## src/rtl/sp_cbus_pkg.sv

```systemverilog
// Shared encodings for the single-port memory cbus initiator.
package sp_cbus_pkg;

   localparam logic CBUS_CMD_WR = 1'b0;
   localparam logic CBUS_CMD_RD = 1'b1;

   typedef enum logic [0:0] {
      StIdle,
      StReq
   } cbus_state_e;

endpackage

```

## src/rtl/sp_cbus_fifo.sv

```systemverilog
// Register-based synchronous FIFO with occupancy count; head is read through a mux.
module sp_cbus_fifo #(
   parameter int unsigned Width = 65,
   parameter int unsigned Depth = 4
) (
   input  logic                       clk,
   input  logic                       rst_n,
   input  logic                       push,
   input  logic [Width-1:0]           wdata,
   input  logic                       pop,
   output logic [Width-1:0]           rdata,
   output logic                       full,
   output logic                       empty,
   output logic [$clog2(Depth+1)-1:0] count
);

   localparam int unsigned PtrW = $clog2(Depth);
   localparam int unsigned CntW = $clog2(Depth + 1);

   logic [Width-1:0] mem_q [Depth];
   logic [PtrW-1:0]  wr_ptr_q, wr_ptr_d;
   logic [PtrW-1:0]  rd_ptr_q, rd_ptr_d;
   logic [CntW-1:0]  count_q, count_d;
   logic             push_en, pop_en;

   assign full    = (count_q == CntW'(Depth));
   assign empty   = (count_q == '0);
   assign count   = count_q;
   assign rdata   = mem_q[rd_ptr_q];
   assign push_en = push & ~full;
   assign pop_en  = pop & ~empty;

   always_comb begin
      wr_ptr_d = wr_ptr_q;
      rd_ptr_d = rd_ptr_q;
      count_d  = count_q;
      // Depth is a power of two, so pointers wrap naturally.
      if (push_en) wr_ptr_d = wr_ptr_q + 1'b1;
      if (pop_en)  rd_ptr_d = rd_ptr_q + 1'b1;
      if (push_en && !pop_en) begin
         count_d = count_q + 1'b1;
      end else if (!push_en && pop_en) begin
         count_d = count_q - 1'b1;
      end
   end

   always_ff @(posedge clk or negedge rst_n) begin
      if (!rst_n) begin
         wr_ptr_q <= '0;
         rd_ptr_q <= '0;
         count_q  <= '0;
      end else begin
         wr_ptr_q <= wr_ptr_d;
         rd_ptr_q <= rd_ptr_d;
         count_q  <= count_d;
      end
   end

   always_ff @(posedge clk) begin
      if (push_en) mem_q[wr_ptr_q] <= wdata;
   end

endmodule

```

## src/rtl/sp_cbus_master.sv

```systemverilog
// cbus initiator: queues host commands, issues them to the memory arbiter, returns read data.
module sp_cbus_master
   import sp_cbus_pkg::*;
#(
   parameter int unsigned DW        = 32,
   parameter int unsigned AW        = 32,
   parameter int unsigned DEPTH     = 4,
   parameter int unsigned STALL_MAX = 16
) (
   input  logic                       clk,
   input  logic                       rst_n,
   input  logic                       host_valid,
   output logic                       host_ready,
   input  logic                       host_cmd,
   input  logic [AW-1:0]              host_addr,
   input  logic [DW-1:0]              host_wrdata,
   output logic                       rsp_valid,
   output logic [DW-1:0]              rsp_rddata,
   output logic                       wr_done,
   output logic                       cbus_req,
   output logic                       cbus_cmd,
   output logic [AW-1:0]              cbus_addr,
   output logic [DW-1:0]              cbus_wrdata,
   input  logic                       cbus_waccept,
   input  logic                       cbus_rresp,
   input  logic [DW-1:0]              mem_rddata,
   output logic                       busy,
   output logic [$clog2(DEPTH+1)-1:0] pending,
   output logic                       starve,
   output logic                       proto_err
);

   localparam int unsigned EntW   = 1 + AW + DW;
   localparam int unsigned CntW   = $clog2(DEPTH + 1);
   localparam int unsigned StallW = $clog2(STALL_MAX + 1);

   cbus_state_e       state_q, state_d;
   logic [StallW-1:0] stall_q, stall_d;
   logic [EntW-1:0]   head;
   logic [CntW-1:0]   count;
   logic              full, empty, push;
   logic              head_cmd;
   logic [AW-1:0]     head_addr;
   logic [DW-1:0]     head_wrdata;
   logic              wr_grant, rd_grant, grant, bad_grant;
   logic              wr_done_q, rd_inflight_q, rsp_valid_q, proto_err_q;
   logic [DW-1:0]     rsp_rddata_q;

   assign push = host_valid & ~full;

   sp_cbus_fifo #(
      .Width (EntW),
      .Depth (DEPTH)
   ) u_fifo (
      .clk   (clk),
      .rst_n (rst_n),
      .push  (push),
      .wdata ({host_cmd, host_addr, host_wrdata}),
      .pop   (grant),
      .rdata (head),
      .full  (full),
      .empty (empty),
      .count (count)
   );

   assign head_cmd    = head[EntW-1];
   assign head_addr   = head[DW +: AW];
   assign head_wrdata = head[DW-1:0];

   assign cbus_req  = (state_q == StReq);
   assign wr_grant  = cbus_req & (head_cmd == CBUS_CMD_WR) & cbus_waccept;
   assign rd_grant  = cbus_req & (head_cmd == CBUS_CMD_RD) & cbus_rresp;
   assign grant     = wr_grant | rd_grant;
   // A grant that does not match the presented head is ignored apart from the error flag.
   assign bad_grant = (cbus_waccept & (~cbus_req | (head_cmd == CBUS_CMD_RD))) |
                      (cbus_rresp   & (~cbus_req | (head_cmd == CBUS_CMD_WR)));

   always_comb begin
      state_d = state_q;
      stall_d = '0;
      unique case (state_q)
         StIdle: begin
            if (push || !empty) state_d = StReq;
         end
         StReq: begin
            if (grant) begin
               if (count == CntW'(1) && !push) state_d = StIdle;
            end else if (stall_q != StallW'(STALL_MAX)) begin
               stall_d = stall_q + 1'b1;
            end else begin
               stall_d = stall_q;
            end
         end
         default: state_d = StIdle;
      endcase
   end

   always_ff @(posedge clk or negedge rst_n) begin
      if (!rst_n) begin
         state_q       <= StIdle;
         stall_q       <= '0;
         wr_done_q     <= 1'b0;
         rd_inflight_q <= 1'b0;
         rsp_valid_q   <= 1'b0;
         rsp_rddata_q  <= '0;
         proto_err_q   <= 1'b0;
      end else begin
         state_q       <= state_d;
         stall_q       <= stall_d;
         wr_done_q     <= wr_grant;
         rd_inflight_q <= rd_grant;
         rsp_valid_q   <= rd_inflight_q;
         if (rd_inflight_q) rsp_rddata_q <= mem_rddata;
         if (bad_grant)     proto_err_q  <= 1'b1;
      end
   end

   assign host_ready  = ~full;
   assign cbus_cmd    = cbus_req ? head_cmd    : 1'b0;
   assign cbus_addr   = cbus_req ? head_addr   : '0;
   assign cbus_wrdata = cbus_req ? head_wrdata : '0;
   assign wr_done     = wr_done_q;
   assign rsp_valid   = rsp_valid_q;
   assign rsp_rddata  = rsp_rddata_q;
   assign busy        = ~empty | rd_inflight_q;
   assign pending     = count;
   assign starve      = (stall_q >= StallW'(STALL_MAX));
   assign proto_err   = proto_err_q;

endmodule

```

## config.mk

```make
export PLATFORM = sky130hd
export DESIGN_NAME = sp_cbus_master
export DESIGN_NICKNAME = d
export VERILOG_FILES = /design/src/rtl/sp_cbus_pkg.sv /design/src/rtl/sp_cbus_fifo.sv /design/src/rtl/sp_cbus_master.sv
export SDC_FILE = /design/constraint.sdc
export NUM_CORES = 1
export LEC_CHECK = 0
export ABC_AREA = 1
export BUFFER_PORTS_ARGS = -buffer_cell sky130_fd_sc_hd__clkbuf_2
export CORE_ASPECT_RATIO = 0.5
export CORE_MARGIN = 2
export CORE_UTILIZATION = 50
export CTS_CLUSTER_DIAMETER = 120
export DETAILED_ROUTE_END_ITERATION = 10
export PLACE_DENSITY_LB_ADDON = 0.15
export SKIP_LAST_GASP = 1
export SLEW_MARGIN = 20
export SYNTH_ARGS = -nofsm -noshare
export SYNTH_HDL_FRONTEND = slang
export SYNTH_SLANG_ARGS = --single-unit
```

## constraint.sdc

```tcl
create_clock -name clk -period 4.3 [get_ports clk]
set_input_delay 0.43 -clock clk [delete_from_list [all_inputs] [get_ports clk]]
set_output_delay 0.43 -clock clk [all_outputs]
set_load 0.005 [all_outputs]
```

======== Word level (Yosys, flattened, before mapping) ========
Memory sizes are Yosys's and may differ from the RTL's.
Cells that the tools add are included.
operators by class
  order comparisons ....................... 1
  $add $sub $neg .......................... 5
  bitwise logic cells ..................... 18
  reduce and logical (&&, ||, !) cells .... 10
  multiplexer cells ....................... 14
  equal/unequal tests ..................... 4
operator list
  cell                                                                count
  32-bit two-way mux                                                  2
  5-bit two-way mux                                                   3
  1-bit AND                                                           9
  1-bit two-way mux                                                   6
  3-bit two-way mux                                                   2
  5-bit by 1-bit adder with 5-bit output, second input constant       1
  5-bit greater-or-equal comparator, second input constant            1
  5-bit != test, second input constant                                1
  1-bit OR                                                            5
  2-bit by 1-bit adder with 2-bit output, second input constant       2
  1-bit zero test                                                     4
  1-bit NOT                                                           4
  3-bit by 1-bit adder with 3-bit output, second input constant       1
  3-bit by 1-bit == test with 1-bit output, second input constant     1
  3-bit == test, second input constant                                1
  1-bit logical AND                                                   3
  3-bit zero test                                                     1
  3-bit by 1-bit != test with 1-bit output, second input constant     1
  3-bit by 1-bit subtractor with 3-bit output, second input constant  1
  1-bit case mux with 2 select lines                                  1
  2-bit nonzero test                                                  1
  1-bit logical OR                                                    1
word-level totals
  flip-flop bits (word level) ............. 49
  logic and storage cells ................. 63
  memories kept ........................... 1
  bits in writable memories ............... 260
memories
  memory        words  bits a word  rd ports  clocked after memory_dff  write ports  line                text
  u_fifo.mem_q  4      65           1         0                         1            sp_cbus_fifo.sv:20  logic [Width-1:0] mem_q [Depth];

======== Longest topological paths before layout ========
Gate-level depths: netlist of the first run.
An unclocked memory read counts as a cell.
  depth in word-level cells ............... 9
  mapped depth ............................ 15
  mapped depth without buffers ............ 13

======== Modules after synthesis ========
Synthesis of the first run repeated with hierarchy kept, for this count alone.
unflattened totals
  cell total of the unflattened synthesis .. 1083
  area total of the unflattened synthesis .. 13045.0 um^2
by module, submodules not included
  module          times used  cells an instance  seq. area each (um^2)  area each (um^2)
  sp_cbus_fifo    1           820                7982.7                 10680.2
  sp_cbus_master  1           263                1051.0                 2364.8

======== Least setup slack after synthesis of the first run ========
Ideal clock, no wire load.
  path type ............................... flip-flop to flip-flop
  from .................................... reg u_fifo.count_q[0], in the netlist u_fifo.count[0]
  to ...................................... mem u_fifo.mem_q[0][0] (enable)
  stages on the path, launching flop included .. 6
  library setup time ...................... 489 ps
  data arrival time ....................... 3670 ps
  setup slack ............................. 141 ps
  period minus slack after synthesis ...... 4159 ps
  data required time ...................... 3811 ps
  cells stage by stage .................... dfrtp_1 > inv_1 > ha_1 > nand2_1 > nand2_1 > nor2_1
on the way
  longest elaborated chain between the ends .. 6
ends and longest elaborated chain
  what                                       line                  text
  start: declaration                         sp_cbus_fifo.sv:23    logic [CntW-1:0] count_q, count_d;
  start signal: assignment                   sp_cbus_fifo.sv:55    count_q <= count_d;
  3-bit == test *                            sp_cbus_fifo.sv:26    assign full = (count_q == CntW'(Depth));
  1-bit NOT *                                -
  net host_ready                             sp_cbus_master.sv:13  output logic host_ready,
  1-bit AND                                  sp_cbus_master.sv:49  assign push = host_valid & ~full;
  1-bit AND *                                sp_cbus_fifo.sv:30    assign push_en = push & ~full;
  1-bit two-way mux *                        sp_cbus_fifo.sv:60    if (push_en) mem_q[wr_ptr_q] <= wdata;
  1-bit two-way mux (not written as such) *  sp_cbus_fifo.sv:60
  end: declaration                           sp_cbus_fifo.sv:20
The timed path passes the listed nets; every way through them passes the cells marked *.

======== Worst setup path after layout of the first run ========
  from .................................... reg u_fifo.rd_ptr_q[0]
  to ...................................... out cbus_wrdata[29]
on the way
  longest elaborated chain between the ends .. 2
ends and longest elaborated chain
  what                      line                   text
  start: declaration        sp_cbus_fifo.sv:22     logic [PtrW-1:0] rd_ptr_q, rd_ptr_d;
  start signal: assignment  sp_cbus_fifo.sv:54     rd_ptr_q <= rd_ptr_d;
  memory 4 x 65 bit         -
  32-bit two-way mux        sp_cbus_master.sv:121  assign cbus_wrdata = cbus_req ? head_wrdata : '0;
  end: declaration          sp_cbus_master.sv:23   output logic [DW-1:0] cbus_wrdata,
Every way passes these cells.

==> results of run 1 <==
[cell type report]
class | instances | area (um^2) | share of cell area
inverter | 23 | 88.8 | 0.00617
sequential | 309 | 9040 | 0.627
tap | 315 | 394 | 0.0274
clock inverter | 13 | 95.1 | 0.00660
clock buffer | 38 | 769 | 0.0534
multi-input combinational | 557 | 2830 | 0.196
timing repair buffer | 223 | 1190 | 0.0828
[through the flow]
step | utilization | power [mW]
after floorplan | - | 6.60
after global placement | 0.565 | 7.96
after detailed placement | 0.565 | 8.04
after CTS | 0.601 | 10.4
after global routing | 0.601 | 11.0
final | 0.601 | 10.3
[power by group through the flow]
stage,sequential (mW),clock (mW),combinational (mW)
floorplan,4.32,0,2.28
global placement,4.39,0,3.57
detailed placement,4.42,0,3.63
CTS,4.35,2.42,3.64
global route,4.42,2.54,4.00
finish,4.35,2.36,3.56
[how the worst max path moves through the flow]
| stage | end | slack, ps | depth (start not counted) |
|---|---|---|---|
| floorplan | u_fifo.mem_q[0][0]$_DFFE_PP_ | 140 | 5 |
| global placement | cbus_wrdata[29] | 1460 | 6 |
| detailed placement | cbus_wrdata[29] | 1450 | 6 |
| CTS | cbus_wrdata[29] | 850 | 6 |
| global route | cbus_wrdata[29] | 640 | 6 |
| finish | cbus_wrdata[29] | 910 | 6 |
[kinds of logic after synthesis]
family | after synthesis | synth area share
DFF | 309 | 0.741
and+or+nand+nor | 308 | 0.102
AOI/OAI and AO/OA | 200 | 0.0821
buffers and inverters | 79 | 0.0299
muxes | 32 | 0.0295
adders and majority gates | 11 | 0.0113
xor gates and xnor gates | 6 | 0.00431
[critical path, cell delays in order, from the launching register on]
cell,delay (ps)
dfrtp_4,830
buf_4,800
nor2_1,120
nor2_1,110
o21ai_0,90
a21oi_1,240
clkbuf_2,170
[metal layers]
| metal | part of all wire | wire, um | vias to the layer above | GRT usage |
|---|---|---|---|---|
| met5 | 0 | 0 | - | 0 |
| met4 | 0.017 | 435 | 0 | 0.0397 |
| met3 | 0.049 | 1250 | 33 | 0.0370 |
| met2 | 0.48 | 12300 | 188 | 0.336 |
| met1 | 0.45 | 11500 | 3685 | 0.268 |
| li1 | - | - | 3714 | - |
[registers in the layout (all words and copies together) (netlist names)]
register and flops:
rsp_valid 1, u_fifo.wr_ptr_q 2, u_fifo.rd_ptr_q 2, u_fifo.count 3, proto_err 1, u_fifo.mem_q 260, wr_done 1, rd_inflight_q 1
rsp_rddata 32, cbus_req 1, stall_q 5
[cell usage in the layout (no fill, tap or decap), types with 3 or more instances in the layout]
master / count
nor2_1: 261
edfxtp_1: 260
clkbuf_2: 208
o21ai_0: 82
a21oi_1: 68
o21ai_1: 50
dfrtp_1: 47
mux2_2: 32
clkbuf_16: 29
nand2_1: 21
inv_1: 20
ha_1: 11
buf_4: 11
nand3_1: 8
clkbuf_1: 8
clkinv_2: 6
clkinv_1: 5
nor2_4: 4
xor2_1: 4
nand2_4: 3
nor3_1: 3
buf_12: 3
==> metrics.md, run 1 <==
| Metric | Value |
|---|---|
| Initial antenna violation count | `0` |
| Ant diodes | `0` |
| Final net count | `around 1.3k` |
| Slew margin rel. | `0.291` |
| Sequential power share | `0.423` |
| Max-Cap Viols | `0` |
| DIE AREA | `approximately 26000 um^2` |
| FF+latch count, synth | `309` |
| WS Path Type | `flop to output port` |
| R2r setup slk | `1520 ps` |
| Hold Path Depth | `1` |
| Final Hold Viols | `0` |
| Post-synthesis sequential area ratio | `0.741` |
| Yosys warning count | `0` |
| Placed insts | `between 1k and 1.5k` |
| Largest net degree at the start of global routing | `roughly 80` |
| Crit. End Element | `output port` |
| Buffers on Ports | `between 200 and 250` |
| Share of layout cells above drive strength 1 | `0.267` |
| Combinational Power Share | `0.346` |
| Finished Cell Area | `between 10000 and 15000 um^2` |
| Via count | `7620` |
| Worst setup margin | `between 900 and 1000 ps` |
| WHS Endpoint | `u_fifo.mem_q[1][42]$_DFFE_PP_` |
| CTS Hold Bufs | `1` |
| Worst endpoint data arrival time | `2960 ps` |
| Post-CTS Resized | `0` |
| Synth Cell Area | `12200 um^2` |
| Mapped Cells | `roughly 950` |
| Leakage Power | `5.52 nW` |
| Final Setup Violations | `0` |
| Initial DRT Pass Iterations | `4` |
| Gpl congestion | `between 0.7 and 0.8` |
| Pwr dens | `~710 nW/um^2` |
| Wire per inst | `17.3 um` |
| Distinct cell type count after synthesis | `27` |
| Final worst-path cycle share | `0.789` |
| Clock root cell | `clkbuf_16` |
| DIE WIDTH | `~220 um` |
| Initial Util | `0.509` |
| Area share of the largest cell type after synthesis | `0.640` |
| Worst Hold Class | `input port to flop` |
| Total track usage | `0.197` |
| Status | `finished, final reports clean` |
| IO Count | `~210` |
| Mapped Nets | `1058` |
| Post-synth top cells | `nor2_1, edfxtp_1, o21ai_0` |
| 1st-iter DRT viols | `538` |
| Post-synthesis async set-or-reset flop share | `0.159` |
| Most common cell in the netlist | `nor2_1` |
| Clock transition at the registers of the reported paths | `70 ps` |
| Ys flop type | `edfxtp_1` |
| Dpl hpwl | `about 15 mm` |
| R2r endpoint | `u_fifo.count[2]$_DFFE_PN0P_` |
| Final Critical Period | `about 3400 ps` |
| Post-route ant nets | `0` |
| Vias/cell | `5.16` |
| Worst-path maximum fanout | `80` |
| Pre-CTS setup slack | `1450 ps` |
| Measured slew at the worst slew-check pin | `~1100 ps` |
| RSZ-0062 raised after global routing | `no` |
| TritonCTS Buffers | `28` |
| Area contributors post-synth | `edfxtp_1, dfrtp_1, nor2_1, o21ai_0, mux2_2` |
| Number of flops mapped to enable cells by yosys | `260` |
| Clock network fraction of total power | `0.230` |
| CTS Sinks | `approximately 300` |
| Worst VDD drop | `~0.5 mV` |
| Die height | `around 110 um` |
| Worst reg2reg startpoint | `u_fifo.rd_ptr_q[1]$_DFFE_PN0P_` |
| R2R depth | `11` |
| Setup_tns | `0 ps` |
| Fin cells | `1478` |
| Clk buf depth | `3` |
| Mean Syn Cell Area | `around 13 um^2` |
| Core footprint | `roughly 24000 um^2` |
| Grt ovf | `0` |
| FILL cells | `a little under 2k` |
| P&R area growth vs syn | `18.1%` |
| Critical Path Start Type | `flop` |
| Setup crit start | `u_fifo.rd_ptr_q[0]$_DFFE_PN0P_` |
| FMAX | `roughly 0.3 GHz` |
| DP Area | `~14000 um^2` |
| DRC Markers | `0` |
| Clk_lat worst skew | `around 550 ps` |
| Vias in the first global route | `between 7k and 8k` |
| Internal | `~6.7 mW` |
| Sw power | `about 3.5 mW` |
| Max H-tree Level | `1` |
| CTS tree | `built` |
| Clock skew | `22.8 ps` |
| Cell Rows | `40` |
| Sw Share | `0.346` |
| Final-report max-slew violation count | `0` |
| Hold path start | `host_addr[10]` |
| Critical Path RT | `between 3000 and 4000 ps` |
| Post-Route WL | `25.6 mm` |
| Min Hold Slack | `98.3 ps` |
| Setup bufs post-CTS | `0` |
| First-pass GRT wire length | `around 40 mm` |
| Post-synth top area cell | `edfxtp_1` |
Note: power is estimated with default switching activity, not from simulation.
==> run 2: changes to the inputs <==
==> constraint.sdc (replaced) <==
create_clock -name clk -period 3.1 [get_ports clk]
set_input_delay 0.31 -clock clk [delete_from_list [all_inputs] [get_ports clk]]
set_output_delay 0.31 -clock clk [all_outputs]
set_load 0.005 [all_outputs]
==> run 2 against run 1 <==
Power increased by 40%; sequential share of layout area decreased by 4.1 points; global-route usage increased by 1.0 points; non-clock buffer count increased by 98; clock power increased by 36%; largest power group unchanged; cell area increased by 7.0%; routed wire length increased by 5.9%.
==> metrics.md, run 2 (same netlist as run 1, synthesis figures left out) <==
| Metric | Value |
|---|---|
| Most frequent cells in the layout | `nor2_1, edfxtp_1, clkbuf_2` |
| Pwr Total | `~14 mW` |
| Critical Path RT | `between 2000 and 3000 ps` |
| Gpl congestion | `0.774` |
| FMAX | `0.364 GHz` |
| P&R area growth vs syn | `26.4%` |
| Worst-path maximum fanout | `approximately 110` |
| Hold path start | `mem_rddata[16]` |
| Max H-tree Level | `1` |
| Total track usage | `0.207` |
| Internal | `around 9.4 mW` |
| Clk_lat worst skew | `between 500 and 600 ps` |
| Initial DRT Pass Iterations | `5` |
| DIE WIDTH | `~220 um` |
| Sequential power share | `0.415` |
| Clock network fraction of total power | `0.222` |
| Final-report max-slew violation count | `0` |
| Final Setup Violations | `0` |
| Final Critical Period | `about 2700 ps` |
| First-pass GRT wire length | `a little over 40 mm` |
| CTS tree | `built` |
| Share of layout cells above drive strength 1 | `0.246` |
| Status | `finished, final reports clean` |
| Pwr dens | `about 930 nW/um^2` |
| DIE AREA | `25700 um^2` |
| IO Count | `209` |
| Initial antenna violation count | `1` |
| Die height | `114 um` |
| Clock skew | `about 13 ps` |
| WHS Endpoint | `rsp_rddata[16]$_DFFE_PN0P_` |
| Crit. End Element | `output port` |
| Max-Cap Viols | `0` |
| DRC Markers | `0` |
| Vias in the first global route | `between 7k and 8k` |
| FF/Latch Area | `roughly 9000 um^2` |
| Setup crit start | `u_fifo.rd_ptr_q[0]$_DFFE_PN0P_` |
| R2r setup slk | `between 800 and 900 ps` |
| Critical Path Start Type | `flop` |
| Most common cell after layout, fill and taps aside | `nor2_1` |
| Buffers on Ports | `208` |
| R2R depth | `11` |
| FILL cells | `1820` |
| Area of the multi-input gates | `approximately 2800 um^2` |
| Setup bufs post-CTS | `0` |
| Clock root cell | `clkbuf_16` |
| Core footprint | `24000 um^2` |
| Biggest register | `u_fifo.mem_q` |
| Vias/cell | `5.10` |
| Initial Util | `0.509` |
| Cell Rows | `40` |
| WS Path Type | `flop to output port` |
| Placed insts | `1428` |
| Measured slew at the worst slew-check pin | `about 900 ps` |
| Worst Hold Class | `input port to flop` |
| Post-route ant nets | `0` |
| Grt ovf | `0` |
| 1st-iter DRT viols | `620` |
| Sw Share | `0.348` |
| Final net count | `roughly 1.4k` |
| Combinational Power Share | `0.363` |
| Clock transition at the registers of the reported paths | `70 ps` |
| Slew margin rel. | `0.408` |
| Largest net degree at the start of global routing | `109` |
| RSZ-0062 raised after global routing | `no` |
| Final Hold Viols | `0` |
| Clk buf depth | `3` |
| Dpl hpwl | `between 10 and 15 mm` |
| Worst endpoint data arrival time | `between 2000 and 2500 ps` |
| Largest register FFs | `260` |
| Worst reg2reg startpoint | `u_fifo.rd_ptr_q[0]$_DFFE_PN0P_` |
| Via count | `approximately 8k` |
| Worst VDD drop | `slightly below 0.5 mV` |
| Post-Route WL | `27.1 mm` |
| Leakage Power | `between 5 and 6 nW` |
| Final worst-path cycle share | `0.887` |
| Fin cells | `roughly 1.6k` |
| R2r endpoint | `u_fifo.count[2]$_DFFE_PN0P_` |
| Sw power | `5.00 mW` |
| CTS Sinks | `309` |
| Wire per inst | `roughly 17 um` |
| TritonCTS Buffers | `28` |
| Hold Path Depth | `2` |
-- run 2: changes by cell type in the layout (fill, tap and decap cells not counted), sizes merged --
cell         delta
clkinvlp        +1
inv             +1
dlygate4sd3    +96
clkinv          -3
diode           +1
clkbuf          -2
buf             +2
-- run 2: worst max-delay path, cell delays in order, from the launching register on --
cell	delay (ps)
dfrtp_4	570
inv_4	270
buf_12	400
o21ai_0	160
a21oi_1	260
clkbuf_2	160
-- run 2: what timing repair did --
action / in CTS / in global routing
hold buffers: 97 / 0
gates resized for setup: 0 / 0
endpoints found under the hold margin: 316 / 0
-- run 2: cell type report --
class | count | share of cell area
repair buffers | 321 | 0.145
inverters | 23 | 0.00576
clock buffers | 36 | 0.0474
multi-input cells | 557 | 0.184
clock inverters | 12 | 0.00617
flip-flops and latches | 309 | 0.587
diodes | 1 | 0.000162
well taps | 315 | 0.0256
-- run 2: metal layers --
metal	vias up	GRT usage	part of all wire	wire length, um
met4	0	0.0530	0.019	521
met3	39	0.0362	0.046	1250
met5	-	0	0	0
met1	3876	0.270	0.45	12100
met2	205	0.364	0.49	13200
li1	3907	-	-	-
-- run 2: worst max path at each step --
stage | cells past startpoint | slack (ps) | endpoint
after floorplan | 5 | -1060 | u_fifo.mem_q[0][0]$_DFFE_PP_
after global routing | 6 | 140 | cbus_addr[26]
after CTS | 5 | 300 | cbus_addr[31]
after detailed placement | 11 | 890 | u_fifo.count[2]$_DFFE_PN0P_
after global placement | 11 | 880 | u_fifo.count[2]$_DFFE_PN0P_
final | 5 | 350 | cbus_wrdata[0]
-- run 2: power by group through the flow --
stage                     registers, mW  logic (mW)  clock network (mW)
final                              5.97        5.23                3.20
after global routing               6.05        5.82                3.44
after CTS                          5.97        5.31                3.27
after detailed placement           6.05        5.19                   0
after global placement             6.02        5.13                   0
after floorplan                    5.99        3.17                   0
-- run 2: stage by stage --
stage               hold slack [ps]  setup WS [ps]  cell area (um^2)  setup TNS (ps)  utilization
floorplan                      14.4          -1060             12200         -275340            -
global placement                370            883             13600               0        0.568
detailed placement              374            886             13600               0        0.568
CTS                            2.99            303             15400               0        0.643
global route                  0.567            137             15400               0        0.643
finish                         26.1            350             15400               0        0.643
